===== src/rtl/mem_pkg.sv =====
// Shared encodings for the memory stage: funct3 size codes, AHB transfer types,
// FSM state constants and the alignment check.
package mem_pkg;

  localparam logic [1:0] SZ_B = 2'd0;
  localparam logic [1:0] SZ_H = 2'd1;
  localparam logic [1:0] SZ_W = 2'd2;
  localparam logic [1:0] SZ_D = 2'd3;
  localparam int         F3_UNS_BIT = 2;

  localparam logic [1:0] HTRANS_IDLE   = 2'b00;
  localparam logic [1:0] HTRANS_NONSEQ = 2'b10;

  localparam logic [1:0] ST_IDLE = 2'd0;
  localparam logic [1:0] ST_ADDR = 2'd1;
  localparam logic [1:0] ST_DATA = 2'd2;

  // True when the low address bits are not a multiple of the access size.
  function automatic logic misaligned(input logic [1:0] size, input logic [2:0] lo);
    logic bad;
    case (size)
      SZ_B:    bad = 1'b0;
      SZ_H:    bad = lo[0];
      SZ_W:    bad = |lo[1:0];
      default: bad = |lo;
    endcase
    return bad;
  endfunction

endpackage


===== src/rtl/mem_load_align.sv =====
// Load lane extraction: shifts the addressed bytes down to bit 0, then
// sign- or zero-extends according to funct3. Shared with the cache refill path.
module mem_load_align
  import mem_pkg::*;
#(
  parameter int XLEN = 64,
  localparam int LANE_BITS = $clog2(XLEN / 8)
) (
  input  logic [XLEN-1:0]      data,
  input  logic [LANE_BITS-1:0] lane,
  input  logic [2:0]           funct3,
  output logic [XLEN-1:0]      result
);

  logic [XLEN-1:0] shifted;
  logic [XLEN-1:0] mask;
  logic            sign;
  logic            uns;

  // Masking instead of replication keeps the word case legal when XLEN is 32.
  always_comb begin
    shifted = data >> {lane, 3'b000};
    uns     = funct3[F3_UNS_BIT];
    mask    = '1;
    sign    = 1'b0;
    case (funct3[1:0])
      SZ_B: begin
        mask = XLEN'(8'hFF);
        sign = shifted[7];
      end
      SZ_H: begin
        mask = XLEN'(16'hFFFF);
        sign = shifted[15];
      end
      SZ_W: begin
        mask = XLEN'(32'hFFFF_FFFF);
        sign = shifted[31];
      end
      default: begin
        mask = '1;
        sign = 1'b0;
      end
    endcase
    result = (shifted & mask) | ((sign & ~uns) ? ~mask : '0);
  end

endmodule


===== src/rtl/mem_stage_ahb.sv =====
// Memory-access pipeline stage: issues loads/stores as single AHB-Lite transfers
// and hands results, misalignment and bus errors on to write-back.
module mem_stage_ahb
  import mem_pkg::*;
#(
  parameter int XLEN      = 64,
  parameter int ADDR_W    = 64,
  parameter int LANE_BITS = $clog2(XLEN / 8)
) (
  input  logic              CLK,
  input  logic              RST,
  input  logic              valid_i,
  output logic              ready_o,
  input  logic              is_load_i,
  input  logic              is_store_i,
  input  logic [2:0]        funct3_i,
  input  logic [ADDR_W-1:0] addr_i,
  input  logic [XLEN-1:0]   store_data_i,
  input  logic [XLEN-1:0]   alu_res_i,
  input  logic [4:0]        rd_i,
  input  logic              wb_en_i,
  output logic [ADDR_W-1:0] HADDR,
  output logic [1:0]        HTRANS,
  output logic              HWRITE,
  output logic [2:0]        HSIZE,
  output logic [XLEN-1:0]   HWDATA,
  input  logic [XLEN-1:0]   HRDATA,
  input  logic              HREADY,
  input  logic              HRESP,
  output logic              valid_o,
  output logic [XLEN-1:0]   res_o,
  output logic [4:0]        rd_o,
  output logic              wb_en_o,
  output logic              misalign_o,
  output logic              bus_err_o
);

  logic [1:0]           state;
  logic [LANE_BITS-1:0] lane_q;
  logic [2:0]           funct3_q;
  logic [4:0]           rd_q;
  logic                 wb_en_q;

  logic                 accept;
  logic                 mem;
  logic                 bad_access;
  logic [1:0]           size_in;
  logic [XLEN-1:0]      store_shifted;
  logic [XLEN-1:0]      load_val;

  assign ready_o       = (state == ST_IDLE);
  assign accept        = valid_i & ready_o;
  assign mem           = is_load_i | is_store_i;
  assign size_in       = funct3_i[1:0];
  // Doubleword accesses cannot be carried on a 32-bit bus, so they trap like misalignment.
  assign bad_access    = misaligned(size_in, addr_i[2:0]) | ((size_in == SZ_D) && (XLEN == 32));
  assign store_shifted = store_data_i << {addr_i[LANE_BITS-1:0], 3'b000};

  mem_load_align #(.XLEN(XLEN)) u_load_align (
    .data   (HRDATA),
    .lane   (lane_q),
    .funct3 (funct3_q),
    .result (load_val)
  );

  always_ff @(posedge CLK) begin
    if (RST) begin
      state      <= ST_IDLE;
      HTRANS     <= HTRANS_IDLE;
      HWRITE     <= 1'b0;
      HADDR      <= '0;
      HSIZE      <= '0;
      HWDATA     <= '0;
      valid_o    <= 1'b0;
      res_o      <= '0;
      rd_o       <= '0;
      wb_en_o    <= 1'b0;
      misalign_o <= 1'b0;
      bus_err_o  <= 1'b0;
      lane_q     <= '0;
      funct3_q   <= '0;
      rd_q       <= '0;
      wb_en_q    <= 1'b0;
    end else begin
      valid_o    <= 1'b0;
      misalign_o <= 1'b0;
      bus_err_o  <= 1'b0;
      case (state)
        ST_IDLE: begin
          if (accept) begin
            if (!mem) begin
              valid_o <= 1'b1;
              res_o   <= alu_res_i;
              rd_o    <= rd_i;
              wb_en_o <= wb_en_i;
            end else if (bad_access) begin
              valid_o    <= 1'b1;
              misalign_o <= 1'b1;
              res_o      <= '0;
              rd_o       <= rd_i;
              wb_en_o    <= 1'b0;
            end else begin
              HADDR    <= addr_i;
              HWRITE   <= is_store_i;
              HSIZE    <= {1'b0, size_in};
              HTRANS   <= HTRANS_NONSEQ;
              lane_q   <= addr_i[LANE_BITS-1:0];
              funct3_q <= funct3_i;
              rd_q     <= rd_i;
              wb_en_q  <= wb_en_i;
              if (is_store_i) HWDATA <= store_shifted;
              state    <= ST_ADDR;
            end
          end
        end
        ST_ADDR: begin
          if (HREADY) begin
            HTRANS <= HTRANS_IDLE;
            state  <= ST_DATA;
          end
        end
        ST_DATA: begin
          // Error responses during wait states are ignored; only the final phase counts.
          if (HREADY) begin
            state   <= ST_IDLE;
            valid_o <= 1'b1;
            rd_o    <= rd_q;
            if (HWRITE) begin
              res_o   <= '0;
              wb_en_o <= 1'b0;
            end else begin
              res_o   <= load_val;
              wb_en_o <= wb_en_q & ~HRESP;
            end
            bus_err_o <= HRESP;
          end
        end
        default: state <= ST_IDLE;
      endcase
    end
  end

endmodule


===== config.mk =====
export PLATFORM = sky130hd
export DESIGN_NAME = mem_stage_ahb
export DESIGN_NICKNAME = d
export VERILOG_FILES = /design/src/rtl/mem_pkg.sv /design/src/rtl/mem_load_align.sv /design/src/rtl/mem_stage_ahb.sv
export SDC_FILE = /design/constraint.sdc
export NUM_CORES = 1
export LEC_CHECK = 0
export CAP_MARGIN = 10
export CELL_PAD_IN_SITES_DETAIL_PLACEMENT = 2
export CELL_PAD_IN_SITES_GLOBAL_PLACEMENT = 2
export CORE_MARGIN = 3
export CORE_UTILIZATION = 24
export DETAILED_ROUTE_END_ITERATION = 10
export GPL_TIMING_DRIVEN = 0
export PLACE_DENSITY = 0.86
export SETUP_SLACK_MARGIN = 0.4
export SLEW_MARGIN = 20
export SYNTH_ARGS = -nofsm -noshare
export SYNTH_HDL_FRONTEND = slang
export SYNTH_SLANG_ARGS = --single-unit
export TNS_END_PERCENT = 1

===== constraint.sdc =====
create_clock -name CLK -period 2.7 [get_ports CLK]
set_input_delay 0.54 -clock CLK [delete_from_list [all_inputs] [get_ports CLK]]
set_output_delay 0.54 -clock CLK [all_outputs]
set_load 0.005 [all_outputs]

== Word-level counts from Yosys, hierarchy flattened ==
Cells that the tools add are included.
Widths: inputs -> output; s select.

* Add/subtract/negate cells: 0
* $mul: 0
* Divide/modulo/power cells: 0
* Magnitude comparators: 0
* Equal/unequal tests: 12
* Shift-type cells: 2
* Muxes and demuxes: 36
* Bitwise logic cells: 15
* Reductions and logical operators: 14

{| class="wikitable"
|+ Operators by type and width
! kind !! count
|-
| $mux 64 || 6
|-
| $pmux 64 s3 || 1
|-
| $pmux 64 s2 || 1
|-
| $and 64x64->64 || 1
|-
| $not 64->64 || 1
|-
| $or 64x64->64 || 1
|-
| $shl 64x6->64 || 1
|-
| $shr 64x6->64 || 1
|-
| $mux 5 || 4
|-
| $mux 2 || 8
|-
| $reduce_and 5->1 || 3
|-
| $pmux 5 s2 || 1
|-
| $mux 1 || 9
|-
| $not 1->1 || 8
|-
| $reduce_and 4->1 || 2
|-
| $eq 2x1->1 const B || 3
|-
| $eq 2x2->1 const B || 3
|-
| $logic_not 2->1 || 3
|-
| $ne 2x2->1 const B || 3
|-
| $pmux 1 s3 || 2
|-
| $pmux 2 s3 || 1
|-
| $reduce_or 3->1 || 2
|-
| $ne 2x1->1 const B || 2
|-
| $pmux 1 s2 || 2
|-
| other kinds (7) || 10
|}

* Bits in registers: 220
* Bits in latches: 0
* Bits in writable memories: 0
* Bits in read-only memories: 0
* Input bits: 272
* Output and inout port bits: 208
* Logic and storage cells: 95
* Memories: 0

== Depth between registers and ports, before layout ==
Gate-level depths: netlist of run 1.

* Depth after elaboration: 8
* Mapped depth: 9
* Depth with buffers taken out: 5

== By module ==
A second synthesis of run 1 with hierarchy kept.

* Cells, all modules: 1423
* Area, all modules: 12794.8 um^2

{| class="wikitable"
|+ Modules (own cells, without submodules)
! module !! instances !! cells an instance !! area an instance (um^2) !! sequential area each (um^2)
|-
| mem_stage_ahb || 1 || 1144 || 10456.3 || 4284.1
|-
| mem_load_align || 1 || 279 || 2338.5 || 0.0
|}

== Least setup slack after synthesis of run 1 ==
No wires, ideal clock.

* Path kind: input to register
* Start: input port addr_i[1]
* End: register HWDATA[40]
* Library setup time: 0.132 ns
* Arrival time: 1.972 ns
* Required time: 2.568 ns
* Slack: 0.596 ns
* Stages on the path: 6
* Path buffers: 3
* Cell sequence: clkbuf_1 clkbuf_1 clkbuf_1 mux4_2 a221oi_1 nor3_1

* Cells in the longest elaborated chain, start to end: 4
* Elaborated cells between the ends (all ways): 6
* Classes of those cells: 1 x shift; 1 x mux; 1 x bitwise; 3 x reduce/logical

{| class="wikitable"
|+ RTL lines
! item !! RTL line !! RTL
|-
| start, declared || mem_stage_ahb.sv:17 || <nowiki>input logic [ADDR_W-1:0] addr_i,</nowiki>
|-
| parallel branches: the longest is 4 deep, another holds $shl 64x6->64 || - ||
|-
| end signal, assigned || mem_stage_ahb.sv:111 || <nowiki>if (is_store_i) HWDATA <= store_shifted;</nowiki>
|-
| end, declared || mem_stage_ahb.sv:26 || <nowiki>output logic [XLEN-1:0] HWDATA,</nowiki>
|}

Several ways; the timed one is not identified.
A chain may end at the register's enable or synchronous reset.

== Worst setup path after layout of run 1 ==
* Start: input port HRDATA[63]
* End: register res_o[40]

* Cells in the longest elaborated chain, start to end: 8

{| class="wikitable"
|+ RTL lines
! item !! RTL line !! RTL
|-
| start, declared || mem_stage_ahb.sv:27 || <nowiki>input logic [XLEN-1:0] HRDATA,</nowiki>
|-
| $shr 64x6->64 || mem_load_align.sv:22 || <nowiki>shifted = data >> {lane, 3'b000};</nowiki>
|-
| $pmux 1 s3 || mem_load_align.sv:26 || <nowiki>case (funct3[1:0])</nowiki>
|-
| $and 1x1->1 || mem_load_align.sv:44 || <nowiki>result = (shifted & mask) | ((sign & ~uns) ? ~mask : '0);</nowiki>
|-
| $mux 64 || mem_load_align.sv:44 ||
|-
| $or 64x64->64 || mem_load_align.sv:44 ||
|-
| $mux 64 || mem_stage_ahb.sv:128 || <nowiki>if (HWRITE) begin</nowiki>
|-
| $mux 64 || mem_stage_ahb.sv:124 || <nowiki>if (HREADY) begin</nowiki>
|-
| $pmux 64 s2 || mem_stage_ahb.sv:88 || <nowiki>case (state)</nowiki>
|-
| end signal, assigned || mem_stage_ahb.sv:93 || <nowiki>res_o <= alu_res_i;</nowiki>
|-
| end signal, assigned || mem_stage_ahb.sv:132 || <nowiki>res_o <= load_val;</nowiki>
|-
| end, declared || mem_stage_ahb.sv:31 || <nowiki>output logic [XLEN-1:0] res_o,</nowiki>
|}

No other way between the ends. The select of a mux whose other input is x is not followed.

==> results of run 1 <==
==> logic make-up (layout without fill, tap and decap cells) <==
logic type / count (synthesis) / count (layout) / share of synthesized area [%]
buffers and inverters: 151 / 674 / 5.80
other: 1 / 9 / 0.0317
and+or+nand+nor: 486 / 486 / 17.6
muxes: 159 / 159 / 17.2
AOI/OAI and AO/OA: 412 / 412 / 23.1
DFF: 214 / 214 / 36.2
==> timing repair <==
| item | CTS | global route |
|---|---|---|
| endpoints found under the hold margin | 0 | 0 |
| pin swaps | 4 | 4 |
| buffers inserted | 7 | 2 |
| resized for setup | 95 | 59 |
| endpoints found under the setup margin | 190 | 204 |
==> path summary, 6_finish.rpt <==
check               endpoint  slack (ns)
hold / removal    HWDATA[14]        0.45
setup reg to reg    res_o[1]        0.35
setup / recovery   res_o[40]        0.33
hold reg to reg   HWDATA[14]        0.45
==> power by group <==
part           internal (mW)  switching [mW]
registers               3.34           0.130
clock network           1.97            1.49
logic                   1.16            1.26
total                   6.47            2.88
==> worst register-to-register path, delay by kind of cell (launching register included) <==
kind | cells | cell delay, ns
AND/OR/NAND/NOR | 2 | 0.14
buffers and inverters | 3 | 0.64
multiplexers | 2 | 0.67
flip-flops | 1 | 0.39
AO/OA/AOI/OAI | 1 | 0.34
==> flip-flops by register name, indices dropped and copies added, names as in the netlist, 2 cells and up <==
signal and cells:
HADDR 64, HWDATA 64, funct3_q 3, rd_o 5
rd_q 5, res_o 64, state 2
==> final cells by class <==
type	count	share of cell area (%)
multi-input cells	1059	38.8
repair buffers	482	25.5
flip-flops and latches	214	22.8
well taps	656	4.36
plain buffers	145	4.03
clock buffers	37	3.90
clock inverters	4	0.346
inverters	6	0.120
diodes	7	0.0931
==> cells in the mapped netlist, types with 10 or more instances <==
cell type | n | share of area (%)
o31ai_1 | 23 | 1.5
nand2_1 | 202 | 6.4
a21oi_1 | 165 | 7.0
clkbuf_1 | 88 | 2.8
a221oi_1 | 10 | 0.74
mux2i_1 | 105 | 8.9
nor2_1 | 174 | 5.5
mux2_2 | 20 | 1.9
a311oi_1 | 15 | 1.1
nor2b_1 | 18 | 0.95
a2bb2oi_1 | 24 | 1.8
nand2b_1 | 12 | 0.63
nor3_1 | 37 | 1.6
o21ai_0 | 36 | 1.5
buf_4 | 15 | 0.95
a2111oi_0 | 11 | 0.81
and2_1 | 13 | 0.69
a211oi_1 | 78 | 4.9
buf_2 | 39 | 1.6
mux4_2 | 33 | 6.3
dfxtp_1 | 214 | 36
==> metal layers <==
metal  GRT usage (%)  part of all wire (%)  up-vias
met4            11.5                   4.9       22
met5               0                  0.17        -
met2            48.3                    49      562
met1            31.5                    39     6945
li1                -                     -     6168
met3            7.65                   7.4      159
==> results_dict.tcl, run 1 <==
set metrics [dict create \
    arrival_ns 2.82 \
    critPathLaunchType "input port" \
    std_cell_rows 80 \
    finalWorstSetupSlack_ns 0.334 \
    status "finished clean" \
    regArea_um2 4290 \
    dp_slack_ns -0.726 \
    fin_util_pct 39.0 \
    grt_setup_unrepaired "yes" \
    hold_path_class "reg -> reg" \
    post_drt_via_cell_ratio 5.31 \
    path_cells "clkdlybuf4s50_1, mux2_2, a2bb2o_2, o41ai_4, buf_4, buf_4, o31ai_2, a211oi_1" \
    ys_types 55 \
    n_fill_cell 5351 \
    cp-startpoint "HRDATA[63]" \
    routabilityCongestion 0.890 \
    cts_root_buffer "clkbuf_16" \
    rr_worst_depth 8 \
    whs_path_depth 2 \
    max_freq_ghz 0.423 \
    whs_ns 0.454 \
    dpl.hpwl_um 58600 \
    overflow 0 \
    layout_common_cells "472 x clkdlybuf4s50_1, 210 x dfxtp_1, 202 x nand2_1" \
    cp_num_buf_inv 3 \
    holdCritStartpoint "HWDATA[14]" \
    port_buffers 473 \
    worst_slew_pin_slew_ns 1.05 \
    end_kind "register" \
    timing.setup.tns_ns 0 \
    ys_warn_count 0 \
    die_area_um2 52000 \
    leakage_nw 6.42 \
    die_w_um 228 \
    powerDensity_nw_per_um2 497 \
    place_inst 2553 \
    synth-edff-count 0 \
    ant_nets 0 \
    synthArstFlopShare_pct 0 \
    wire_per_inst_um 28.5 \
    slew_headroom_pct 30.1 \
    clockBufferDepth 3 \
    cts_htree_levels 1 \
    yosysSeqAreaShare_pct 36.2 \
    drt_iter0_markers 779 \
    ios 480 \
    firstDrtPassIters 5 \
    grt_pass1_vias 15400 \
    cp_top_family "compound AO/OA/AOI/OAI gates" \
    cts_hold_buf 0 \
    slowest_delay_ns 0.61 \
    netlist_instances 1423 \
    drt-total-wl_um 74500 \
    fin_cells 2610 \
    slew_viol_final 0 \
    numCtsBuffers 27 \
    total_power_mw 9.35 \
    drc_errors 0 \
    period_share_pct 87.6 \
    max-cap-violations 0 \
    synth-seq-cells 214 \
    path_class "in -> reg" \
    cp_common_cell "buf_4" \
    via_count 13900 \
    fin_nets 2207 \
    antenna_found_initial 16 \
    skew_ns 0.0151 \
    clk_latency_ns 0.57 \
    clk_pin_slew_worst_paths_ns 0.06 \
    multi_input_area_um2 7290 \
    cts.sinks 214 \
    grt.total_usage_pct 27.6 \
    postPlaceCellArea_um2 17400 \
    core_area_um2 48200 \
    reg2reg_from "HADDR[1]" \
    synthFlopType "dfxtp_1" \
    finalHoldViolCount 0 \
    cp.required_ns 3.15 \
    areaGrowthSynthToFinish_pct 58.9 \
    final_cell_area_um2 18800 \
    grt_max_degree 15 \
    die_h_um 228 \
    fin_crit_ns 2.37 \
    critical_path_peak_fanout 10 \
    irDropWorstVdd_uv 449 \
    final-setup-viol-count 0 \
    synth_area_um2 11800 \
    drive_gt1_share_pct 13.0 \
    syn_avg_cell_area_um2 8.32 \
    initial_core_util_pct 24.5 \
    slowest_stage "clkdlybuf4s50_1" \
    grt_pass1_wl_um 108000 \
    cts_tree "yes" \
    layout.cells.most_common "clkdlybuf4s50_1" \
    cp_num_cells 8 \
]
Power figures use the tool's default switching activity.
==> inputs of run 2 (changes only) <==
- SLEW_MARGIN: 20 -> default
==> run 2 against run 1 <==
Compared with the run above: sequential power hardly changed; fmax is 0.81% higher; register-to-register slack improved by 0.02 ns; utilization up 0.18 points; final cell count is 0.11% higher; worst hold slack got worse by 0.066 ns; first-iteration DRC count shrank 17%; largest cell class unchanged.
==> results_dict.tcl, run 2 (synthesized netlist as in run 1, its figures left out) <==
set metrics [dict create \
    cts_tree "yes" \
    layout.cells.most_common "clkdlybuf4s50_1" \
    initial_core_util_pct 24.5 \
    drt-total-wl_um 73800 \
    die_w_um 228 \
    drt_iter0_markers 643 \
    hold_path_class "in -> reg" \
    grt_pass1_wl_um 106000 \
    end_kind "register" \
    fin_nets 2205 \
    die_area_um2 52000 \
    total_power_mw 9.51 \
    grt_max_degree 15 \
    clk_latency_ns 0.58 \
    regToRegSetupSlack_ns 0.37 \
    post_drt_via_cell_ratio 5.29 \
    critPathLaunchType "input port" \
    drc_errors 0 \
    die_h_um 228 \
    met2_length_um 36100 \
    cts_htree_levels 1 \
    highest_layer "met5" \
    irDropWorstVdd_uv 474 \
    firstDrtPassIters 4 \
    drive_gt1_share_pct 13.3 \
    ios 480 \
    skew_ns 0.0101 \
    arrival_ns 2.82 \
    met1_length_um 28900 \
    fin_crit_ns 2.35 \
    numCtsBuffers 27 \
    std_cell_rows 80 \
    routabilityCongestion 0.890 \
    clockBufferDepth 3 \
    holdCritStartpoint "funct3_i[1]" \
    status "finished clean" \
    postPlaceCellArea_um2 17400 \
    overflow 0 \
    rr_worst_depth 8 \
    powerDensity_nw_per_um2 503 \
    dpl.hpwl_um 58600 \
    critical_path_peak_fanout 10 \
    final-setup-viol-count 0 \
    reg2reg_from "HADDR[2]" \
    grt_pass1_vias 15400 \
    areaGrowthSynthToFinish_pct 59.6 \
    layout_common_cells "471 x clkdlybuf4s50_1, 210 x dfxtp_1, 202 x nand2_1" \
    finalHoldViolCount 0 \
    max_freq_ghz 0.426 \
    clk_pin_slew_worst_paths_ns 0.06 \
    via_count 13800 \
    path_class "in -> reg" \
    port_buffers 473 \
    worst_slew_pin_slew_ns 1.16 \
    final_cell_area_um2 18900 \
    wl_met3_um 5250 \
    grt.total_usage_pct 27.1 \
    cts_root_buffer "clkbuf_16" \
    period_share_pct 86.9 \
    ant_nets 0 \
    cts.sinks 214 \
    cp.required_ns 3.17 \
    antenna_found_initial 16 \
    cts_hold_buf 0 \
    wire_per_inst_um 28.3 \
    n_fill_cell 5395 \
    reg_top3 "HADDR: 64 flops, HWDATA: 64 flops, res_o: 64 flops" \
    hold_end "funct3_q[1]" \
    fin_util_pct 39.2 \
    grt_setup_unrepaired "yes" \
    worstReg2RegEnd "res_o[40]" \
    max-cap-violations 0 \
    whs_path_depth 3 \
    slew_headroom_pct 22.2 \
    core_area_um2 48200 \
    leakage_nw 6.45 \
    cp-startpoint "addr_i[1]" \
    slew_viol_final 0 \
]
[run 2: worst max-delay path by stage]
stage / cells after the start / end / slack (ns)
floorplan: 6 / HWDATA[40] / 0.60
global placement: 5 / res_o[26] / -0.79
detailed placement: 5 / res_o[26] / -0.81
CTS: 8 / res_o[40] / 0.22
global route: 7 / HWDATA[61] / 0.26
finish: 7 / HWDATA[62] / 0.35
[run 2: per-layer routing]
layer,global-route usage [%],vias to the layer above
met3,7.60,165
met5,0,-
met2,47.5,534
li1,-,6172
met4,10.7,18
met1,31.1,6933
[run 2: worst max-delay path, cell delays in order]
cell and delay (ns):
clkbuf_1 0.29, clkbuf_1 0.64, buf_1 0.52, nand2_1 0.12
o21ai_0 0.18, nand2_1 0.19, a311oi_1 0.33
[run 2: repair_timing]
item                                    CTS  global route
resized for setup                        60           108
endpoints found under the setup margin  190           206
setup buffers                             5             2
pin swaps                                 3            10
[run 2: final cells by class]
type                       instances  area, µm²  area share [%]
clock inverter                     6       75.1           0.397
sequential                       214       4290            22.7
timing repair buffer             480       4800            25.4
buffer                           145        774            4.10
multi-input combinational       1059       7310            38.7
clock buffer                      41        788            4.17
tap                              656        821            4.34
antenna                            6       15.0          0.0795
inverter                           6       22.5           0.119
[run 2: through the flow]
step	setup slack, ns	TNS (ns)	hold WS (ns)	instances
global placement	-0.787	-59.94	0.442	2553
detailed placement	-0.807	-76.15	0.452	2553
global route	0.262	0	0.413	2610
floorplan	0.596	0	0.432	1424
finish	0.353	0	0.388	2613
CTS	0.223	0	0.460	2605
[run 2: power breakdown]
group	internal, mW	switching [mW]
clock	2.10	1.53
sequential	3.34	0.127
combinational	1.15	1.26
total	6.60	2.91
==> inputs of run 3 (changes only) <==
- GPL_TIMING_DRIVEN: 0 -> default
==> run 3 against run 2 <==
Compared with the run above: sequential share of layout area hardly changed; clock-buffer cell count is 1 lower; register-to-register slack worse by 0.06 ns; final cell count is 1.9% lower; sequential cell count stayed put; critical path type is now reg -> reg; largest cell class unchanged.
==> results_dict.tcl, run 3 (synthesized netlist as in run 1, its figures left out) <==
set metrics [dict create \
    cts.sinks 214 \
    slowest_delay_ns 0.57 \
    max-cap-violations 0 \
    wire_per_inst_um 26.6 \
    grt_max_degree 71 \
    worst_slew_pin_slew_ns 0.941 \
    status "finished clean" \
    slowest_stage "mux2i_1" \
    die_h_um 228 \
    cts_root_buffer "clkbuf_16" \
    post_drt_via_cell_ratio 5.28 \
    initial_core_util_pct 24.5 \
    irDropWorstVdd_uv 410 \
    fin_crit_ns 2.39 \
    drt_iter0_markers 907 \
    via_count 13500 \
    routabilityCongestion 0.904 \
    whs_ns 0.403 \
    numCtsBuffers 28 \
    dpl.hpwl_um 51000 \
    regToRegSetupSlack_ns 0.31 \
    cts_htree_levels 1 \
    grt.total_usage_pct 25.1 \
    skew_ns 0.0133 \
    clk_latency_ns 0.57 \
    die_area_um2 52000 \
    powerDensity_nw_per_um2 539 \
    drt-total-wl_um 68200 \
    antenna_found_initial 14 \
    critical_path_peak_fanout 23 \
    clockBufferDepth 3 \
    slew_headroom_pct 36.8 \
    n_fill_cell 5281 \
    ios 480 \
    highest_layer "met5" \
    cp_common_cell "buf_12" \
    leakage_nw 6.54 \
    place_inst 2499 \
    ant_nets 0 \
    fin_nets 2148 \
    met1_length_um 26400 \
    cp.required_ns 3.13 \
    drive_gt1_share_pct 11.9 \
    timing.setup.tns_ns 0 \
    period_share_pct 88.5 \
    layout.cells.most_common "clkdlybuf4s50_1" \
    arrival_ns 2.82 \
    core_area_um2 48200 \
    fin_cells 2564 \
    max_freq_ghz 0.419 \
    fin_util_pct 39.2 \
    dp_slack_ns -0.121 \
    path_class "reg -> reg" \
    areaGrowthSynthToFinish_pct 59.8 \
    slew_viol_final 0 \
    end_kind "register" \
    firstDrtPassIters 5 \
    std_cell_rows 80 \
    critPathLaunchType "register" \
    clk_pin_slew_worst_paths_ns 0.06 \
    finalWorstSetupSlack_ns 0.311 \
    finalHoldViolCount 0 \
    grt_setup_unrepaired "yes" \
    wl_met3_um 5000 \
    met2_length_um 33900 \
    drc_errors 0 \
    grt_pass1_vias 15000 \
    reg_top3 "HADDR: 64 flops, HWDATA: 64 flops, res_o: 64 flops" \
    cts_tree "yes" \
    path_cells "buf_12, buf_12, mux2i_1, mux4_2, nor2_1, a211oi_1, nor3_1" \
    final-setup-viol-count 0 \
    die_w_um 228 \
    layout_common_cells "472 x clkdlybuf4s50_1, 210 x dfxtp_1, 201 x nand2_1" \
    hold_path_class "in -> reg" \
    grt_pass1_wl_um 101000 \
    port_buffers 477 \
    cts_hold_buf 0 \
    overflow 0 \
]
==> run 3: cell types whose count changed in the layout (fill, tap and decap cells not counted), moves of 7 or more <==
cell / before / now
buf_4: 31 / 67
buf_12: 1 / 20
a2111oi_2: 7 / 0
mux2i_1: 92 / 105
buf_2: 20 / 2
clkbuf_4: 9 / 0
mux2i_2: 9 / 0
clkbuf_1: 71 / 4
a2111oi_0: 0 / 11
clkbuf_2: 20 / 0
==> run 3: cell type report <==
type | count | area, µm² | area share [%]
Clock inverter | 12 | 253 | 1.34
Timing Repair Buffer | 567 | 5750 | 30.4
Multi-Input combinational cell | 1059 | 6920 | 36.6
Antenna cell | 10 | 25.0 | 0.132
Inverter | 6 | 22.5 | 0.119
Sequential cell | 214 | 4290 | 22.7
Clock buffer | 40 | 826 | 4.37
Tap cell | 656 | 821 | 4.34
==> run 3: metrics by stage <==
stage,area [µm²],power [mW]
3_5_place_dp,17700,5.83
4_1_cts,18800,10.3
6_report,18900,10.2
5_1_grt,18900,10.6
3_3_place_gp,17700,5.74
2_1_floorplan,11800,4.45
==> run 3: routing by layer <==
layer | global-route usage [%] | vias up
met1 | 28.7 | 6719
met3 | 6.77 | 148
met4 | 9.49 | 10
li1 | - | 6073
met2 | 44.5 | 594
met5 | 0 | -
==> run 3: final timing paths <==
| kind | startpoint | to | cells past startpoint |
|---|---|---|---|
| worst max register to register | HADDR[1] | res_o[3] | 7 |
| worst min-delay path | RST | res_o[63] | 2 |
| worst min register to register | HADDR[24] | HADDR[24] | 2 |
| worst max-delay path | HADDR[1] | res_o[3] | 7 |
==> run 3: report_power, final <==
part	switching, mW	leakage, nW	internal (mW)	total, mW
clock	1.60	0.525	2.79	4.39
combinational	1.16	4.26	1.19	2.34
sequential	0.132	1.75	3.34	3.47
==> run 3: critical path, delay by kind of cell (launching register included) <==
family | cells | cell delay [ns]
compound gates | 1 | 0.25
buf+inv | 2 | 0.40
flops | 1 | 0.46
mux | 2 | 0.95
simple gates | 2 | 0.15
==> run 3: what timing repair did <==
item	CTS	global route
gates resized for setup	3	5
setup endpoints to repair	29	66
endpoints found under the hold margin	0	0
gates cloned	1	1
setup buffers	0	1
